--- config.mk ---
export PLATFORM = sky130hd
export DESIGN_NAME = fetch_pipe_ctrl
export DESIGN_NICKNAME = d
export VERILOG_FILES = /design/src/rtl/mips_pkg.sv /design/src/rtl/sat_counter.sv /design/src/rtl/fetch_pipe_ctrl.sv
export SDC_FILE = /design/constraint.sdc
export NUM_CORES = 1
export LEC_CHECK = 0
export ABC_AREA = 1
export CAP_MARGIN = 10
export CORE_ASPECT_RATIO = 0.6
export CORE_MARGIN = 10
export CORE_UTILIZATION = 48
export CTS_CLUSTER_SIZE = 14
export DETAILED_ROUTE_END_ITERATION = 8
export GPL_TIMING_DRIVEN = 0
export PLACE_DENSITY = 0.88
export SKIP_LAST_GASP = 1
export SYNTH_ARGS = -nofsm -noshare
export SYNTH_HDL_FRONTEND = slang
export SYNTH_HIERARCHICAL = 1
export SYNTH_SLANG_ARGS = --single-unit
--- constraint.sdc ---
create_clock -name clk -period 1.9 [get_ports clk]
set_clock_uncertainty 0.15 [all_clocks]
set_input_delay 0.38 -clock clk [delete_from_list [all_inputs] [get_ports clk]]
set_output_delay 0.38 -clock clk [all_outputs]
set_load 0.01 [all_outputs]
--- src/rtl/mips_pkg.sv ---
// Shared MIPS front-end definitions: reset/NOP constants, opcode values and field slices.
package mips_pkg;

   localparam int unsigned XLEN      = 32;
   localparam logic [31:0] PC_RESET  = 32'h0000_0000;
   localparam logic [31:0] NOP_WORD  = 32'h0000_0000;
   localparam logic [31:0] PC_STEP   = 32'd4;

   localparam logic [5:0]  OPC_LW    = 6'b100011;
   localparam logic [5:0]  OPC_RTYPE = 6'b000000;

   localparam int unsigned OPC_HI = 31;
   localparam int unsigned OPC_LO = 26;
   localparam int unsigned RS_HI  = 25;
   localparam int unsigned RS_LO  = 21;
   localparam int unsigned RT_HI  = 20;
   localparam int unsigned RT_LO  = 16;

   // Fetch addresses are word aligned; low two bits of a redirect are dropped.
   function automatic logic [31:0] pc_align(input logic [31:0] addr);
      return addr & ~32'd3;
   endfunction

endpackage

--- src/rtl/sat_counter.sv ---
// Up-counter that saturates at all-ones instead of wrapping.
module sat_counter #(
   parameter int unsigned W = 16
) (
   input  logic         clk,
   input  logic         rst_n,
   input  logic         inc,
   output logic [W-1:0] count
);

   logic [W-1:0] r_count;

   always_ff @(posedge clk or negedge rst_n) begin
      if (!rst_n) begin
         r_count <= '0;
      end else if (inc && (r_count != '1)) begin
         r_count <= r_count + W'(1);
      end
   end

   assign count = r_count;

endmodule

--- src/rtl/fetch_pipe_ctrl.sv ---
// IF stage control: PC register, IF/ID register, ID/EX bubble select, perf counters, stall watchdog.
module fetch_pipe_ctrl
   import mips_pkg::*;
#(
   parameter logic [31:0] PC_RESET  = mips_pkg::PC_RESET,
   parameter logic [31:0] NOP_WORD  = mips_pkg::NOP_WORD,
   parameter int unsigned CNT_W     = 16,
   parameter int unsigned MAX_STALL = 2
) (
   input  logic             clk,
   input  logic             rst_n,
   input  logic             stall,
   input  logic             flush,
   input  logic [31:0]      branch_target,
   output logic [31:0]      imem_addr,
   input  logic [31:0]      imem_rdata,
   input  logic             imem_ready,
   output logic [31:0]      if_id_ins,
   output logic [31:0]      if_id_pc4,
   output logic             if_id_valid,
   output logic             id_ex_bubble,
   output logic [CNT_W-1:0] stall_count,
   output logic [CNT_W-1:0] bubble_count,
   output logic             stall_err
);

   logic [XLEN-1:0] r_pc;
   logic [XLEN-1:0] r_ins;
   logic [XLEN-1:0] r_pc4;
   logic            r_valid;
   logic [3:0]      r_stall_run;
   logic            r_stall_err;

   logic            w_stall_hon;
   logic            w_imem_wait;
   logic [XLEN-1:0] w_pc_next;
   logic [4:0]      w_run_inc;

   // Flush wins over stall; a stall only takes effect when no redirect is pending.
   assign w_stall_hon = stall & ~flush;
   assign w_imem_wait = ~flush & ~stall & ~imem_ready;
   assign w_pc_next   = r_pc + PC_STEP;
   assign w_run_inc   = 5'(r_stall_run) + 5'd1;

   always_ff @(posedge clk or negedge rst_n) begin
      if (!rst_n) begin
         r_pc    <= PC_RESET;
         r_ins   <= NOP_WORD;
         r_pc4   <= '0;
         r_valid <= 1'b0;
      end else if (flush) begin
         r_pc    <= pc_align(branch_target);
         r_ins   <= NOP_WORD;
         r_pc4   <= '0;
         r_valid <= 1'b0;
      end else if (stall) begin
         r_pc    <= r_pc;
      end else if (!imem_ready) begin
         r_ins   <= NOP_WORD;
         r_valid <= 1'b0;
      end else begin
         r_ins   <= imem_rdata;
         r_pc4   <= w_pc_next;
         r_valid <= 1'b1;
         r_pc    <= w_pc_next;
      end
   end

   // Consecutive-stall run length; held at 15 so it never wraps back under the limit.
   always_ff @(posedge clk or negedge rst_n) begin
      if (!rst_n) begin
         r_stall_run <= '0;
         r_stall_err <= 1'b0;
      end else if (w_stall_hon) begin
         if (r_stall_run != 4'hF) begin
            r_stall_run <= r_stall_run + 4'd1;
         end
         if (w_run_inc > 5'(MAX_STALL)) begin
            r_stall_err <= 1'b1;
         end
      end else begin
         r_stall_run <= '0;
      end
   end

   sat_counter #(.W(CNT_W)) u_stall_cnt (
      .clk   (clk),
      .rst_n (rst_n),
      .inc   (w_stall_hon),
      .count (stall_count)
   );

   sat_counter #(.W(CNT_W)) u_bubble_cnt (
      .clk   (clk),
      .rst_n (rst_n),
      .inc   (w_imem_wait),
      .count (bubble_count)
   );

   assign imem_addr    = r_pc;
   assign if_id_ins    = r_ins;
   assign if_id_pc4    = r_pc4;
   assign if_id_valid  = r_valid;
   assign id_ex_bubble = w_stall_hon;
   assign stall_err    = r_stall_err;

endmodule

==> qor.csv <==
stage,metric,value,unit
clock_network,Clock Latency Late Sink,0.41,ns
grt,GRT Total Usage,21.7,%
route,first-pass detailed-route iteration total,6,
logic_synthesis,top post-synthesis cells by area,"dfrtp_1 (48%), nand2_1 (18%), a22o_1 (5.2%)",
setup_path,Critical Path AT,1.33,ns
placed_design,Post-DP HPWL,15.9,mm
clock_network,Num CTS Buffers,17,
hold_path,worst hold path type,in -> async,
setup_path,endpoint class of the critical path,primary output,
final_layout,fraction of layout cells with a size suffix above 1,13.0,%
grt,initial antenna violation count,0,
route,DRC Markers,0,
setup_path,Buffers & Inverters on Critical Path,1,
route,1st-iter DRT viols,567,
final_layout,Final Core Density,71.1,%
die,Die Ht,112,um
power,Pwr Total,8.27,mW
placed_design,IO buf count,194,
clock_network,CTS tree,built,
die,initial core utilization,49.4,%
final_layout,area growth from synthesis to layout,43.8,%
placed_design,Inst Count DP,1240,
final_layout,Final Net Count,1154,
placed_design,GP Congestion,0.904,
sta,Final Hold Viols,0,
final_layout,most frequent cells in the layout,"nand2_1 (328), clkdlybuf4s50_1 (122), dfrtp_1 (113)",
final_layout,fin cells,1285,
logic_synthesis,cell count after synthesis,852,
logic_synthesis,Syn Area/Cell,7.98,um^2
sta,headroom to the max-slew limit,64.8,%
logic_synthesis,#FFs+latches synth,131,
placed_design,dpl cell area,9010,um^2
setup_path,crit path kind,reg -> out,
logic_synthesis,area share of the largest cell type after synthesis,48.2,%
sta,final setup fails,0,
status,status,"finished, final reports clean",
setup_path,"Req. time, crit path",1.37,ns
die,IO Pins,200,
final_layout,fin area,9770,um^2
power,pwr dens,846,nW/um^2
logic_synthesis,synthesized area,6800,um^2
clock_network,CTS H-Tree Depth,4,
clock_network,Clock Tree Root,clkbuf_16,
setup_path,Startpoint Class,register,
sta,Final min period,1.86,ns
die,floorplan core area,13700,um^2
setup_path,Crit Path Max Fanout,2,
route,Routed WL,21.7,mm
sta,worst-margin pin slew,0.528,ns
logic_synthesis,cell taking the most area after synthesis,dfrtp_1,
route,via/cell ratio,5.08,
setup_path,R2R Setup Slk,0.12,ns
clock_network,CTS sink count,131,
sta,"Slew Viols, Final",0,
setup_path,CP Cell Sequence,clkdlybuf4s50_1,
sta,Peak Freq,536,MHz
logic_synthesis,"Seq/Total Area, Yosys",48.2,%
sta,WHS,0.319,ns
clock_network,clk buf depth,2,
setup_path,"slowest stage delay, CP",0.55,ns
sta,final worst slack,0.0361,ns
setup_path,critical path's slowest cell,clkdlybuf4s50_1,
route,Routed Antenna Nets,0,
power,VDD IR-drop max,0.528,mV
power,leakage,4.99,nW
grt,vias in the first global route,6549,
logic_synthesis,YS warnings,6,
grt,largest net degree at the start of global routing,89,
sta,final period utilization,98.1,%
die,Die X,174,um
clock_network,Clock Pin Slew Worst Setup and Hold Paths,0.06,ns
grt,grt ovf,0,
logic_synthesis,Synth cell types,30,
placed_design,post-placement setup slack,-0.862,ns
die,die area,19500,um^2
route,wire per inst,16.9,um
final_layout,Ant. Diodes,0,
final_layout,Fillers,1087,
final_layout,"commonest non-fill, non-tap cell in the layout",nand2_1,
grt,first-pass GRT wire length,34.6,mm
sta,setup TNS,0,ns
setup_path,"Largest delay share family, worst path",buffers and inverters,
route,Vias,6531,
die,number of cell rows,33,
flow_run,Max Cap Viol,0,
## repair_timing
action / in CTS / in global routing
hold buffers: 1 / 0
buffers inserted: 11 / 1
endpoints found under the setup margin: 79 / 73
cloned: 1 / 0
endpoints found under the hold margin: 43 / 0
gates resized for setup: 80 / 26
pin swaps: 1 / 2
## cell type report
type | count | area [um^2] | area share (%)
Multi-Input combinational cell | 610 | 3060 | 31.3
Timing Repair Buffer | 209 | 2050 | 21.0
Clock buffer | 20 | 467 | 4.78
Buffer | 25 | 175 | 1.79
Sequential cell | 131 | 3300 | 33.8
Inverter | 86 | 323 | 3.30
Clock inverter | 12 | 155 | 1.59
Tap cell | 192 | 240 | 2.46
## cells by family after synthesis
logic type               share of synthesized area (%)
buffers and inverters                             7.22
adder cells (fa/ha/maj)                          0.921
AO/OA/AOI/OAI                                     9.35
other                                           0.0552
flip-flops                                        48.2
XOR/XNOR                                          2.84
AND/OR/NAND/NOR                                   31.4
## cells in the mapped netlist (all sizes together)
cell type    n
a22o        40
and2         1
clkbuf       4
nor3         2
xnor2       15
nand3b       1
nor2        85
or2          1
ha           5
nand2      341
buf         22
o211ai       4
a21oi        7
inv         85
conb         1
dfrtp      131
o21ai       41
nand3       44
clkinv       1
nand4       14
xor2         7
## power by group
| group | internal, mW | switching, mW | total (mW) | leakage [nW] |
|---|---|---|---|---|
| combinational | 0.708 | 0.802 | 1.51 | 3.01 |
| sequential | 3.04 | 0.296 | 3.33 | 1.68 |
| clock | 2.17 | 1.26 | 3.43 | 0.290 |
## path summary, 6_finish.rpt
kind	start	endpoint	cells after the start
worst min register to register	if_id_pc4[4]	if_id_pc4[4]	2
worst max register to register	u_stall_cnt/count[0]	u_stall_cnt/count[5]	7
worst max-delay path	u_bubble_cnt/count[8]	bubble_count[8]	1
min in group clk	flush	imem_addr[11]	4
worst min-delay path	rst_n	u_stall_cnt/count[11]	2
max in group asynchronous	rst_n	u_bubble_cnt/count[0]	3
## state kept, by name, summed over array words and instances (netlist names)
signal and cells:
u_bubble_cnt/count 16, if_id_ins 32, imem_addr 30, if_id_pc4 31
if_id_valid 1, stall_err 1, r_stall_run 4, u_stall_cnt/count 16
## layer usage
metal	wire, um	global-route usage, %
met5	0	0
met4	357	5.22
met3	1770	5.82
met2	9820	33.8
met1	9780	29.6
Note: power is estimated with default switching activity, not from simulation.
